$ cat src/rtl/id_ex_stage_reg_if.sv
// ID/EX pipeline register bundle: decode-side fields in, execute-side copies out,
// plus the load-use hazard request and the bubble counter.
interface id_ex_stage_reg_if #(
   parameter int DATA_W = 32,
   parameter int CNT_W  = 16
);
   logic              stall;
   logic              flush;
   logic              id_valid;
   logic [DATA_W-1:0] id_pc_plus4;
   logic [DATA_W-1:0] id_rs_data;
   logic [DATA_W-1:0] id_rt_data;
   logic [DATA_W-1:0] id_imm_ext;
   logic [4:0]        id_rs;
   logic [4:0]        id_rt;
   logic [4:0]        id_rd;
   logic [4:0]        id_shamt;
   logic              id_uses_rt;
   logic              id_reg_write;
   logic              id_mem_read;
   logic              id_mem_write;
   logic              id_mem_to_reg;
   logic              id_alu_src;
   logic [1:0]        id_reg_dst;
   logic [3:0]        id_alu_op;

   logic              ex_valid;
   logic [DATA_W-1:0] ex_pc_plus4;
   logic [DATA_W-1:0] ex_rs_data;
   logic [DATA_W-1:0] ex_rt_data;
   logic [DATA_W-1:0] ex_imm_ext;
   logic [4:0]        ex_rs;
   logic [4:0]        ex_rt;
   logic [4:0]        ex_rd;
   logic [4:0]        ex_shamt;
   logic              ex_reg_write;
   logic              ex_mem_read;
   logic              ex_mem_write;
   logic              ex_mem_to_reg;
   logic              ex_alu_src;
   logic [1:0]        ex_reg_dst;
   logic [3:0]        ex_alu_op;
   logic              load_use_stall;
   logic [CNT_W-1:0]  bubble_count;

   modport slave (
      input  stall, flush, id_valid,
      input  id_pc_plus4, id_rs_data, id_rt_data, id_imm_ext,
      input  id_rs, id_rt, id_rd, id_shamt, id_uses_rt,
      input  id_reg_write, id_mem_read, id_mem_write, id_mem_to_reg, id_alu_src,
      input  id_reg_dst, id_alu_op,
      output ex_valid,
      output ex_pc_plus4, ex_rs_data, ex_rt_data, ex_imm_ext,
      output ex_rs, ex_rt, ex_rd, ex_shamt,
      output ex_reg_write, ex_mem_read, ex_mem_write, ex_mem_to_reg, ex_alu_src,
      output ex_reg_dst, ex_alu_op,
      output load_use_stall, bubble_count
   );

   modport master (
      output stall, flush, id_valid,
      output id_pc_plus4, id_rs_data, id_rt_data, id_imm_ext,
      output id_rs, id_rt, id_rd, id_shamt, id_uses_rt,
      output id_reg_write, id_mem_read, id_mem_write, id_mem_to_reg, id_alu_src,
      output id_reg_dst, id_alu_op,
      input  ex_valid,
      input  ex_pc_plus4, ex_rs_data, ex_rt_data, ex_imm_ext,
      input  ex_rs, ex_rt, ex_rd, ex_shamt,
      input  ex_reg_write, ex_mem_read, ex_mem_write, ex_mem_to_reg, ex_alu_src,
      input  ex_reg_dst, ex_alu_op,
      input  load_use_stall, bubble_count
   );
endinterface

$ cat src/rtl/id_ex_stage_reg.sv
// ID/EX pipeline register with flush/stall control, load-use hazard detection
// (one bubble per load-use pair) and a saturating count of inserted bubbles.
module id_ex_stage_reg #(
   parameter int DATA_W = 32,
   parameter int CNT_W  = 16
) (
   input logic          clk,
   input logic          rst,
   id_ex_stage_reg_if.slave bus
);

   typedef struct packed {
      logic [DATA_W-1:0] pc_plus4;
      logic [DATA_W-1:0] rs_data;
      logic [DATA_W-1:0] rt_data;
      logic [DATA_W-1:0] imm_ext;
      logic [4:0]        rs;
      logic [4:0]        rt;
      logic [4:0]        rd;
      logic [4:0]        shamt;
      logic              reg_write;
      logic              mem_read;
      logic              mem_write;
      logic              mem_to_reg;
      logic              alu_src;
      logic [1:0]        reg_dst;
      logic [3:0]        alu_op;
   } ex_t;

   ex_t              ex_q, ex_d, id_pkt;
   logic             valid_q, valid_d;
   logic [CNT_W-1:0] cnt_q, cnt_d;
   logic             hazard;

   // Side-effecting controls of an invalid slot are dropped so a non-instruction
   // can never write the register file or memory downstream.
   always_comb begin
      id_pkt            = '0;
      id_pkt.pc_plus4   = bus.id_pc_plus4;
      id_pkt.rs_data    = bus.id_rs_data;
      id_pkt.rt_data    = bus.id_rt_data;
      id_pkt.imm_ext    = bus.id_imm_ext;
      id_pkt.rs         = bus.id_rs;
      id_pkt.rt         = bus.id_rt;
      id_pkt.rd         = bus.id_rd;
      id_pkt.shamt      = bus.id_shamt;
      id_pkt.reg_write  = bus.id_reg_write & bus.id_valid;
      id_pkt.mem_read   = bus.id_mem_read  & bus.id_valid;
      id_pkt.mem_write  = bus.id_mem_write & bus.id_valid;
      id_pkt.mem_to_reg = bus.id_mem_to_reg;
      id_pkt.alu_src    = bus.id_alu_src;
      id_pkt.reg_dst    = bus.id_reg_dst;
      id_pkt.alu_op     = bus.id_alu_op;
   end

   // Gating on valid_q ends the stall after one bubble: the bubble clears ex_valid.
   assign hazard = bus.id_valid & valid_q & ex_q.mem_read & (ex_q.rt != 5'd0) &
                   ((ex_q.rt == bus.id_rs) | (bus.id_uses_rt & (ex_q.rt == bus.id_rt)));

   always_comb begin
      valid_d = valid_q;
      ex_d    = ex_q;
      cnt_d   = cnt_q;
      if (bus.flush) begin
         valid_d = 1'b0;
         ex_d    = '0;
      end else if (bus.stall) begin
         valid_d = valid_q;
      end else if (hazard) begin
         valid_d = 1'b0;
         ex_d    = '0;
         if (cnt_q != {CNT_W{1'b1}}) cnt_d = cnt_q + {{(CNT_W-1){1'b0}}, 1'b1};
      end else begin
         valid_d = bus.id_valid;
         ex_d    = id_pkt;
      end
   end

   always_ff @(posedge clk or posedge rst) begin
      if (rst) begin
         valid_q <= 1'b0;
         ex_q    <= '0;
         cnt_q   <= '0;
      end else begin
         valid_q <= valid_d;
         ex_q    <= ex_d;
         cnt_q   <= cnt_d;
      end
   end

   assign bus.ex_valid       = valid_q;
   assign bus.ex_pc_plus4    = ex_q.pc_plus4;
   assign bus.ex_rs_data     = ex_q.rs_data;
   assign bus.ex_rt_data     = ex_q.rt_data;
   assign bus.ex_imm_ext     = ex_q.imm_ext;
   assign bus.ex_rs          = ex_q.rs;
   assign bus.ex_rt          = ex_q.rt;
   assign bus.ex_rd          = ex_q.rd;
   assign bus.ex_shamt       = ex_q.shamt;
   assign bus.ex_reg_write   = ex_q.reg_write;
   assign bus.ex_mem_read    = ex_q.mem_read;
   assign bus.ex_mem_write   = ex_q.mem_write;
   assign bus.ex_mem_to_reg  = ex_q.mem_to_reg;
   assign bus.ex_alu_src     = ex_q.alu_src;
   assign bus.ex_reg_dst     = ex_q.reg_dst;
   assign bus.ex_alu_op      = ex_q.alu_op;
   assign bus.load_use_stall = hazard;
   assign bus.bubble_count   = cnt_q;

endmodule
$ cat src/flat_wrapper.sv
// flat-port wrapper written by rule: the top's interface ports become plain ports
module id_ex_stage_reg_flat 
#(
   parameter int DATA_W = 32,
   parameter int CNT_W  = 16
)
  (clk, rst, bus_stall, bus_flush, bus_id_valid, bus_id_pc_plus4, bus_id_rs_data, bus_id_rt_data, bus_id_imm_ext, bus_id_rs, bus_id_rt, bus_id_rd, bus_id_shamt, bus_id_uses_rt, bus_id_reg_write, bus_id_mem_read, bus_id_mem_write, bus_id_mem_to_reg, bus_id_alu_src, bus_id_reg_dst, bus_id_alu_op, bus_ex_valid, bus_ex_pc_plus4, bus_ex_rs_data, bus_ex_rt_data, bus_ex_imm_ext, bus_ex_rs, bus_ex_rt, bus_ex_rd, bus_ex_shamt, bus_ex_reg_write, bus_ex_mem_read, bus_ex_mem_write, bus_ex_mem_to_reg, bus_ex_alu_src, bus_ex_reg_dst, bus_ex_alu_op, bus_load_use_stall, bus_bubble_count);
  id_ex_stage_reg_if #(.DATA_W(DATA_W), .CNT_W(CNT_W)) bus_i ();
  input logic clk;
  input logic rst;
  input wire logic [$bits(bus_i.stall)-1:0] bus_stall;
  input wire logic [$bits(bus_i.flush)-1:0] bus_flush;
  input wire logic [$bits(bus_i.id_valid)-1:0] bus_id_valid;
  input wire logic [$bits(bus_i.id_pc_plus4)-1:0] bus_id_pc_plus4;
  input wire logic [$bits(bus_i.id_rs_data)-1:0] bus_id_rs_data;
  input wire logic [$bits(bus_i.id_rt_data)-1:0] bus_id_rt_data;
  input wire logic [$bits(bus_i.id_imm_ext)-1:0] bus_id_imm_ext;
  input wire logic [$bits(bus_i.id_rs)-1:0] bus_id_rs;
  input wire logic [$bits(bus_i.id_rt)-1:0] bus_id_rt;
  input wire logic [$bits(bus_i.id_rd)-1:0] bus_id_rd;
  input wire logic [$bits(bus_i.id_shamt)-1:0] bus_id_shamt;
  input wire logic [$bits(bus_i.id_uses_rt)-1:0] bus_id_uses_rt;
  input wire logic [$bits(bus_i.id_reg_write)-1:0] bus_id_reg_write;
  input wire logic [$bits(bus_i.id_mem_read)-1:0] bus_id_mem_read;
  input wire logic [$bits(bus_i.id_mem_write)-1:0] bus_id_mem_write;
  input wire logic [$bits(bus_i.id_mem_to_reg)-1:0] bus_id_mem_to_reg;
  input wire logic [$bits(bus_i.id_alu_src)-1:0] bus_id_alu_src;
  input wire logic [$bits(bus_i.id_reg_dst)-1:0] bus_id_reg_dst;
  input wire logic [$bits(bus_i.id_alu_op)-1:0] bus_id_alu_op;
  output wire logic [$bits(bus_i.ex_valid)-1:0] bus_ex_valid;
  output wire logic [$bits(bus_i.ex_pc_plus4)-1:0] bus_ex_pc_plus4;
  output wire logic [$bits(bus_i.ex_rs_data)-1:0] bus_ex_rs_data;
  output wire logic [$bits(bus_i.ex_rt_data)-1:0] bus_ex_rt_data;
  output wire logic [$bits(bus_i.ex_imm_ext)-1:0] bus_ex_imm_ext;
  output wire logic [$bits(bus_i.ex_rs)-1:0] bus_ex_rs;
  output wire logic [$bits(bus_i.ex_rt)-1:0] bus_ex_rt;
  output wire logic [$bits(bus_i.ex_rd)-1:0] bus_ex_rd;
  output wire logic [$bits(bus_i.ex_shamt)-1:0] bus_ex_shamt;
  output wire logic [$bits(bus_i.ex_reg_write)-1:0] bus_ex_reg_write;
  output wire logic [$bits(bus_i.ex_mem_read)-1:0] bus_ex_mem_read;
  output wire logic [$bits(bus_i.ex_mem_write)-1:0] bus_ex_mem_write;
  output wire logic [$bits(bus_i.ex_mem_to_reg)-1:0] bus_ex_mem_to_reg;
  output wire logic [$bits(bus_i.ex_alu_src)-1:0] bus_ex_alu_src;
  output wire logic [$bits(bus_i.ex_reg_dst)-1:0] bus_ex_reg_dst;
  output wire logic [$bits(bus_i.ex_alu_op)-1:0] bus_ex_alu_op;
  output wire logic [$bits(bus_i.load_use_stall)-1:0] bus_load_use_stall;
  output wire logic [$bits(bus_i.bubble_count)-1:0] bus_bubble_count;
  assign bus_i.stall = bus_stall;
  assign bus_i.flush = bus_flush;
  assign bus_i.id_valid = bus_id_valid;
  assign bus_i.id_pc_plus4 = bus_id_pc_plus4;
  assign bus_i.id_rs_data = bus_id_rs_data;
  assign bus_i.id_rt_data = bus_id_rt_data;
  assign bus_i.id_imm_ext = bus_id_imm_ext;
  assign bus_i.id_rs = bus_id_rs;
  assign bus_i.id_rt = bus_id_rt;
  assign bus_i.id_rd = bus_id_rd;
  assign bus_i.id_shamt = bus_id_shamt;
  assign bus_i.id_uses_rt = bus_id_uses_rt;
  assign bus_i.id_reg_write = bus_id_reg_write;
  assign bus_i.id_mem_read = bus_id_mem_read;
  assign bus_i.id_mem_write = bus_id_mem_write;
  assign bus_i.id_mem_to_reg = bus_id_mem_to_reg;
  assign bus_i.id_alu_src = bus_id_alu_src;
  assign bus_i.id_reg_dst = bus_id_reg_dst;
  assign bus_i.id_alu_op = bus_id_alu_op;
  assign bus_ex_valid = bus_i.ex_valid;
  assign bus_ex_pc_plus4 = bus_i.ex_pc_plus4;
  assign bus_ex_rs_data = bus_i.ex_rs_data;
  assign bus_ex_rt_data = bus_i.ex_rt_data;
  assign bus_ex_imm_ext = bus_i.ex_imm_ext;
  assign bus_ex_rs = bus_i.ex_rs;
  assign bus_ex_rt = bus_i.ex_rt;
  assign bus_ex_rd = bus_i.ex_rd;
  assign bus_ex_shamt = bus_i.ex_shamt;
  assign bus_ex_reg_write = bus_i.ex_reg_write;
  assign bus_ex_mem_read = bus_i.ex_mem_read;
  assign bus_ex_mem_write = bus_i.ex_mem_write;
  assign bus_ex_mem_to_reg = bus_i.ex_mem_to_reg;
  assign bus_ex_alu_src = bus_i.ex_alu_src;
  assign bus_ex_reg_dst = bus_i.ex_reg_dst;
  assign bus_ex_alu_op = bus_i.ex_alu_op;
  assign bus_load_use_stall = bus_i.load_use_stall;
  assign bus_bubble_count = bus_i.bubble_count;
  id_ex_stage_reg #(.DATA_W(DATA_W), .CNT_W(CNT_W)) u_core (.clk(clk), .rst(rst), .bus(bus_i));
endmodule
$ cat config.mk
export PLATFORM = sky130hd
export DESIGN_NAME = id_ex_stage_reg_flat
export DESIGN_NICKNAME = d
export VERILOG_FILES = /design/src/rtl/id_ex_stage_reg_if.sv /design/src/rtl/id_ex_stage_reg.sv /design/src/flat_wrapper.sv
export SDC_FILE = /design/constraint.sdc
export NUM_CORES = 1
export LEC_CHECK = 0
export BUFFER_PORTS_ARGS = -buffer_cell sky130_fd_sc_hd__buf_2
export CAP_MARGIN = 20
export CORE_AREA = 2 2 133 135
export CTS_CLUSTER_SIZE = 8
export DETAILED_ROUTE_END_ITERATION = 10
export DIE_AREA = 0 0 135 137
export HOLD_SLACK_MARGIN = 0.1
export PLACE_DENSITY = 0.77
export SYNTH_ARGS = -nofsm -noshare
export SYNTH_HDL_FRONTEND = slang
export SYNTH_SLANG_ARGS = --single-unit
$ cat constraint.sdc
create_clock -name clk -period 4.9 [get_ports clk]
set_input_delay 0.245 -clock clk [delete_from_list [all_inputs] [get_ports clk]]
set_output_delay 0.245 -clock clk [all_outputs]
set_load 0.02 [all_outputs]
==> impl_results.html <==
<table>
<tr><th>Metric</th><th>Value</th></tr>
<tr><th colspan="2">Routing</th></tr>
<tr><td>Antenna Violating Nets Remaining</td><td>0</td></tr>
<tr><td>Iter 0 DRT Violations</td><td>426</td></tr>
<tr><td>Total via count after detailed routing</td><td>6,536</td></tr>
<tr><td>Total Routed Length</td><td>~22 mm</td></tr>
<tr><td>Number of DRC violations after detailed routing</td><td>0</td></tr>
<tr><td>Routed vias/inst</td><td>5.55</td></tr>
<tr><td>Wire per inst</td><td>19.1 um</td></tr>
<tr><td>Detailed Routing Iterations Pass 1</td><td>7</td></tr>
<tr><th colspan="2">Synthesis</th></tr>
<tr><td>Post-synthesis cell area</td><td>6860 um2</td></tr>
<tr><td>Count of synthesis-stage warnings from yosys</td><td>0</td></tr>
<tr><td>Fraction of post-synthesis cell area in the top cell type by area</td><td>0.642</td></tr>
<tr><td>Synth Area in Adders</td><td>0.00182</td></tr>
<tr><td>Area fraction in compound gates after synthesis</td><td>0.234</td></tr>
<tr><td>Register area share after synthesis</td><td>0.642</td></tr>
<tr><td>Instance count of the mapped netlist</td><td>474</td></tr>
<tr><td>Xor/xnor cell area share of the yosys netlist</td><td>0.0319</td></tr>
<tr><td>Top cell type by total area after synthesis</td><td>sky130_fd_sc_hd__dfrtp_1</td></tr>
<tr><td>Synth Net Count</td><td>between 600 and 700</td></tr>
<tr><td>Multiplexer share of the synthesized area</td><td>0.00164</td></tr>
<tr><td>Simple-gate share of the synthesized area</td><td>0.0418</td></tr>
<tr><td>Cell types occupying the most area after synthesis</td><td>sky130_fd_sc_hd__dfrtp_1 (64%), sky130_fd_sc_hd__a32o_1 (23%), sky130_fd_sc_hd__xnor2_1 (3.2%)</td></tr>
<tr><td>Main combinational cell family by area after synthesis</td><td>compound AO/OA/AOI/OAI gates</td></tr>
<tr><td>Count of state elements after synthesis</td><td>176</td></tr>
<tr><td>Count of cell types in the netlist</td><td>29</td></tr>
<tr><td>Mean Syn Cell Area</td><td>around 14 um2</td></tr>
<tr><th colspan="2">Clocking</th></tr>
<tr><td>Count of cells resized by post-cts repair</td><td>0</td></tr>
<tr><td>Maximum level of the CTS H-tree</td><td>4</td></tr>
<tr><td>CTS clock-pin slew for the worst setup and hold paths</td><td>70 ps</td></tr>
<tr><td>Cell at the root of the clock tree</td><td>sky130_fd_sc_hd__clkbuf_16</td></tr>
<tr><td>Largest buffer count on any clock path</td><td>2</td></tr>
<tr><td>Total number of clock tree sinks</td><td>176</td></tr>
<tr><td>TritonCTS clock tree</td><td>done</td></tr>
<tr><td>Latest clock arrival within the worst-skew pair</td><td>410 ps</td></tr>
<tr><td>Number of buffers added by the clock tree synthesis step</td><td>17</td></tr>
<tr><th colspan="2">Setup path</th></tr>
<tr><td>Slack of the worst reg-to-reg path</td><td>between 2000 and 2500 ps</td></tr>
<tr><td>Depth of the worst register-to-register path</td><td>5</td></tr>
<tr><td>Standard cell with the maximum stage delay on the critical path</td><td>sky130_fd_sc_hd__nand2b_4</td></tr>
<tr><td>Endpoint of the worst-slack reg-to-reg timing path</td><td>u_core.bus.ex_rt_data[18]</td></tr>
<tr><td>List of cells traversed by the critical path</td><td>or4_1 -&gt; o2111ai_2 -&gt; nand2b_4 -&gt; inv_2 -&gt; buf_2</td></tr>
<tr><td>Crit path max fanout</td><td>80</td></tr>
<tr><td>RR Startpoint</td><td>u_core.bus.ex_rt[1]</td></tr>
<tr><td>CP startpoint kind</td><td>register</td></tr>
<tr><td>Critical path endpoint category</td><td>output pin</td></tr>
<tr><td>Critical setup path kind</td><td>reg2out</td></tr>
<tr><td>Critical path buffer and inverter count</td><td>2</td></tr>
<tr><td>Crit-path leading delay family</td><td>simple AND/OR/NAND/NOR gates</td></tr>
<tr><td>Arrival time at the worst endpoint</td><td>2940 ps</td></tr>
<tr><td>Highest cell delay on the worst timing path</td><td>770 ps</td></tr>
<tr><td>Critical path data required time</td><td>4660 ps</td></tr>
<tr><th colspan="2">Die</th></tr>
<tr><td>Number of rows in the core area</td><td>48</td></tr>
<tr><td>Boundary pin count</td><td>342</td></tr>
<tr><td>Horizontal die dimension</td><td>approximately 140 um</td></tr>
<tr><td>CORE AREA</td><td>17,100 um2</td></tr>
<tr><td>Die Area</td><td>18,500 um2</td></tr>
<tr><td>Initial Utilization</td><td>0.402</td></tr>
<tr><td>Die height</td><td>137 um</td></tr>
<tr><th colspan="2">Hold path</th></tr>
<tr><td>Critical hold path startpoint</td><td>bus_id_rt[1]</td></tr>
<tr><td>WHS Endpoint</td><td>u_core.bus.ex_rt[1]</td></tr>
<tr><td>Worst hold-check path type</td><td>in2reg</td></tr>
<tr><td>Number of cells on the worst hold path</td><td>2</td></tr>
<tr><th colspan="2">Global routing</th></tr>
<tr><td>Initial antenna violation count</td><td>0</td></tr>
<tr><td>Via count of the first global-routing pass</td><td>6,575</td></tr>
<tr><td>Pin count of the biggest net entering global routing</td><td>140</td></tr>
<tr><td>GRT Overall Usage</td><td>0.235</td></tr>
<tr><td>Overflow after GRT</td><td>0</td></tr>
<tr><td>First-pass GRT wire length</td><td>34.1 mm</td></tr>
<tr><th colspan="2">Cells and area</th></tr>
<tr><td>Diode count</td><td>0</td></tr>
<tr><td>Share of final-layout standard cells stronger than drive strength 1</td><td>0.405</td></tr>
<tr><td>Area growth, synth to finish</td><td>57.6%</td></tr>
<tr><td>Layout Nets</td><td>1,107</td></tr>
<tr><td>Fill count</td><td>1,266</td></tr>
<tr><td>Final std cells w/o fill</td><td>roughly 1,200</td></tr>
<tr><th colspan="2">Timing</th></tr>
<tr><td>Final period utilization</td><td>0.650</td></tr>
<tr><td>Final hold slack</td><td>118 ps</td></tr>
<tr><td>Final sum of negative setup slack</td><td>0 ps</td></tr>
<tr><td>Total setup violations reported at the end of the flow</td><td>0</td></tr>
<tr><td>Worst slew margin relative to its limit</td><td>0.388</td></tr>
<tr><td>Fin. max-slew vios</td><td>0</td></tr>
<tr><td>Total count of hold-check failures in the final report</td><td>0</td></tr>
<tr><td>Setup repair after global routing missed its margin</td><td>no</td></tr>
<tr><td>Maximum operating frequency</td><td>around 310 MHz</td></tr>
<tr><td>Least-Margin Pin Slew</td><td>around 920 ps</td></tr>
<tr><td>Shortest period the worst path allows</td><td>~3200 ps</td></tr>
<tr><td>Worst setup skew after layout</td><td>7.29 ps</td></tr>
<tr><th colspan="2">Placed design</th></tr>
<tr><td>Number of port buffers</td><td>between 300 and 400</td></tr>
<tr><td>Post-DP HPWL</td><td>approximately 13 mm</td></tr>
<tr><td>Number of cells in the design after placement</td><td>993</td></tr>
<tr><td>RePlAce Congestion</td><td>0.791</td></tr>
<tr><th colspan="2">Run</th></tr>
<tr><td>Maximum Capacitance Violations</td><td>0</td></tr>
<tr><th colspan="2">Status</th></tr>
<tr><td>Run status</td><td>completed</td></tr>
<tr><th colspan="2">Pwr</th></tr>
<tr><td>Power per cell area</td><td>320 nW/um2</td></tr>
<tr><td>Max IR drop VDD</td><td>~0.22 mV</td></tr>
<tr><td>Overall power</td><td>between 3 and 4 mW</td></tr>
<tr><td>Pleak</td><td>5.36 nW</td></tr>
</table>
how the worst max path moves through the flow:
stage,start,to,depth (start not counted)
6_report,u_core.bus.ex_rt[1],bus_load_use_stall,5
2_1_floorplan,rst,u_core.bus.bubble_count[0],1
4_1_cts,u_core.bus.ex_rt[1],bus_load_use_stall,5
3_3_place_gp,u_core.bus.ex_rt[1],u_core.bus.ex_rt_data[2],5
3_5_place_dp,u_core.bus.ex_rt[1],u_core.bus.ex_alu_op[2],5
5_1_grt,u_core.bus.ex_rt[1],bus_load_use_stall,5
placed cells by master (no fill, tap or decap), drive strengths merged, types with 4 or more instances in the layout:
| cell | n |
|---|---|
| buf | 349 |
| xnor2 | 25 |
| clkbuf | 18 |
| nand3 | 11 |
| nor2 | 5 |
| nand2 | 9 |
| dfrtp | 176 |
| dlygate4sd3 | 153 |
| clkinv | 4 |
| a32o | 157 |
| nand4 | 12 |
| inv | 7 |
cells by family (layout without fill, tap and decap cells):
logic type / Yosys count / after routing
buf+inv: 57 / 536
simple gates: 52 / 52
flops: 176 / 176
compound gates: 162 / 162
mux: 1 / 1
fa+ha+maj: 1 / 1
xor+xnor: 25 / 25
report_power, final:
| group | internal (mW) | switching [mW] |
|---|---|---|
| sequential | 1.53 | 0.0455 |
| combinational | 0.251 | 0.276 |
| clock | 0.761 | 0.598 |
| total | 2.54 | 0.920 |
per-layer routing:
| layer | vias up | routed length (um) | GRT usage |
|---|---|---|---|
| li1 | 2870 | - | - |
| met1 | 3236 | 8380 | 0.280 |
| met2 | 380 | 11600 | 0.404 |
| met3 | 50 | 1860 | 0.0630 |
| met4 | 0 | 643 | 0.0990 |
| met5 | - | 0 | 0 |
synthesized netlist by cell type:
master and n:
sky130_fd_sc_hd__nor2_1 5, sky130_fd_sc_hd__clkbuf_1 36, sky130_fd_sc_hd__dfrtp_1 176, sky130_fd_sc_hd__nand2_1 9, sky130_fd_sc_hd__and2_1 2, sky130_fd_sc_hd__nor2b_1 1
sky130_fd_sc_hd__or3_1 1, sky130_fd_sc_hd__inv_1 2, sky130_fd_sc_hd__and4_1 1, sky130_fd_sc_hd__mux2_1 1, sky130_fd_sc_hd__ha_1 1, sky130_fd_sc_hd__nand4_1 12
sky130_fd_sc_hd__buf_4 2, sky130_fd_sc_hd__nor3_1 1, sky130_fd_sc_hd__nand3b_1 1, sky130_fd_sc_hd__inv_2 1, sky130_fd_sc_hd__nor4_2 1, sky130_fd_sc_hd__xnor2_1 25
sky130_fd_sc_hd__buf_6 12, sky130_fd_sc_hd__nor4_1 2, sky130_fd_sc_hd__o2111ai_2 1, sky130_fd_sc_hd__or4_1 1, sky130_fd_sc_hd__o21ai_1 3, sky130_fd_sc_hd__a32o_1 157
sky130_fd_sc_hd__o22ai_1 1, sky130_fd_sc_hd__buf_2 4, sky130_fd_sc_hd__nand3_1 11, sky130_fd_sc_hd__nand2b_1 1, sky130_fd_sc_hd__and3_1 3
layout make-up:
cell class | instances | area (um2) | area share
flip-flops and latches | 176 | 4400 | 0.407
well taps | 225 | 282 | 0.0260
clock inverters | 13 | 153 | 0.0141
multi-input cells | 241 | 2160 | 0.200
clock buffers | 18 | 429 | 0.0397
inverters | 3 | 15.0 | 0.00139
repair buffers | 502 | 3370 | 0.312
through the flow:
step / cell area, um2 / util / worst slack [ps]
after global placement: 8670 / 0.508 / 2120
final: 10800 / 0.634 / 1720
after CTS: 10800 / 0.632 / 1710
after floorplan: 6860 / - / 2400
after global routing: 10800 / 0.634 / 1550
after detailed placement: 8670 / 0.508 / 2050
repair_timing:
item,in CTS,in global routing
endpoints found under the hold margin,246,1
hold buffers,152,1
setup buffers,0,0
Power figures use the tool's default switching activity.
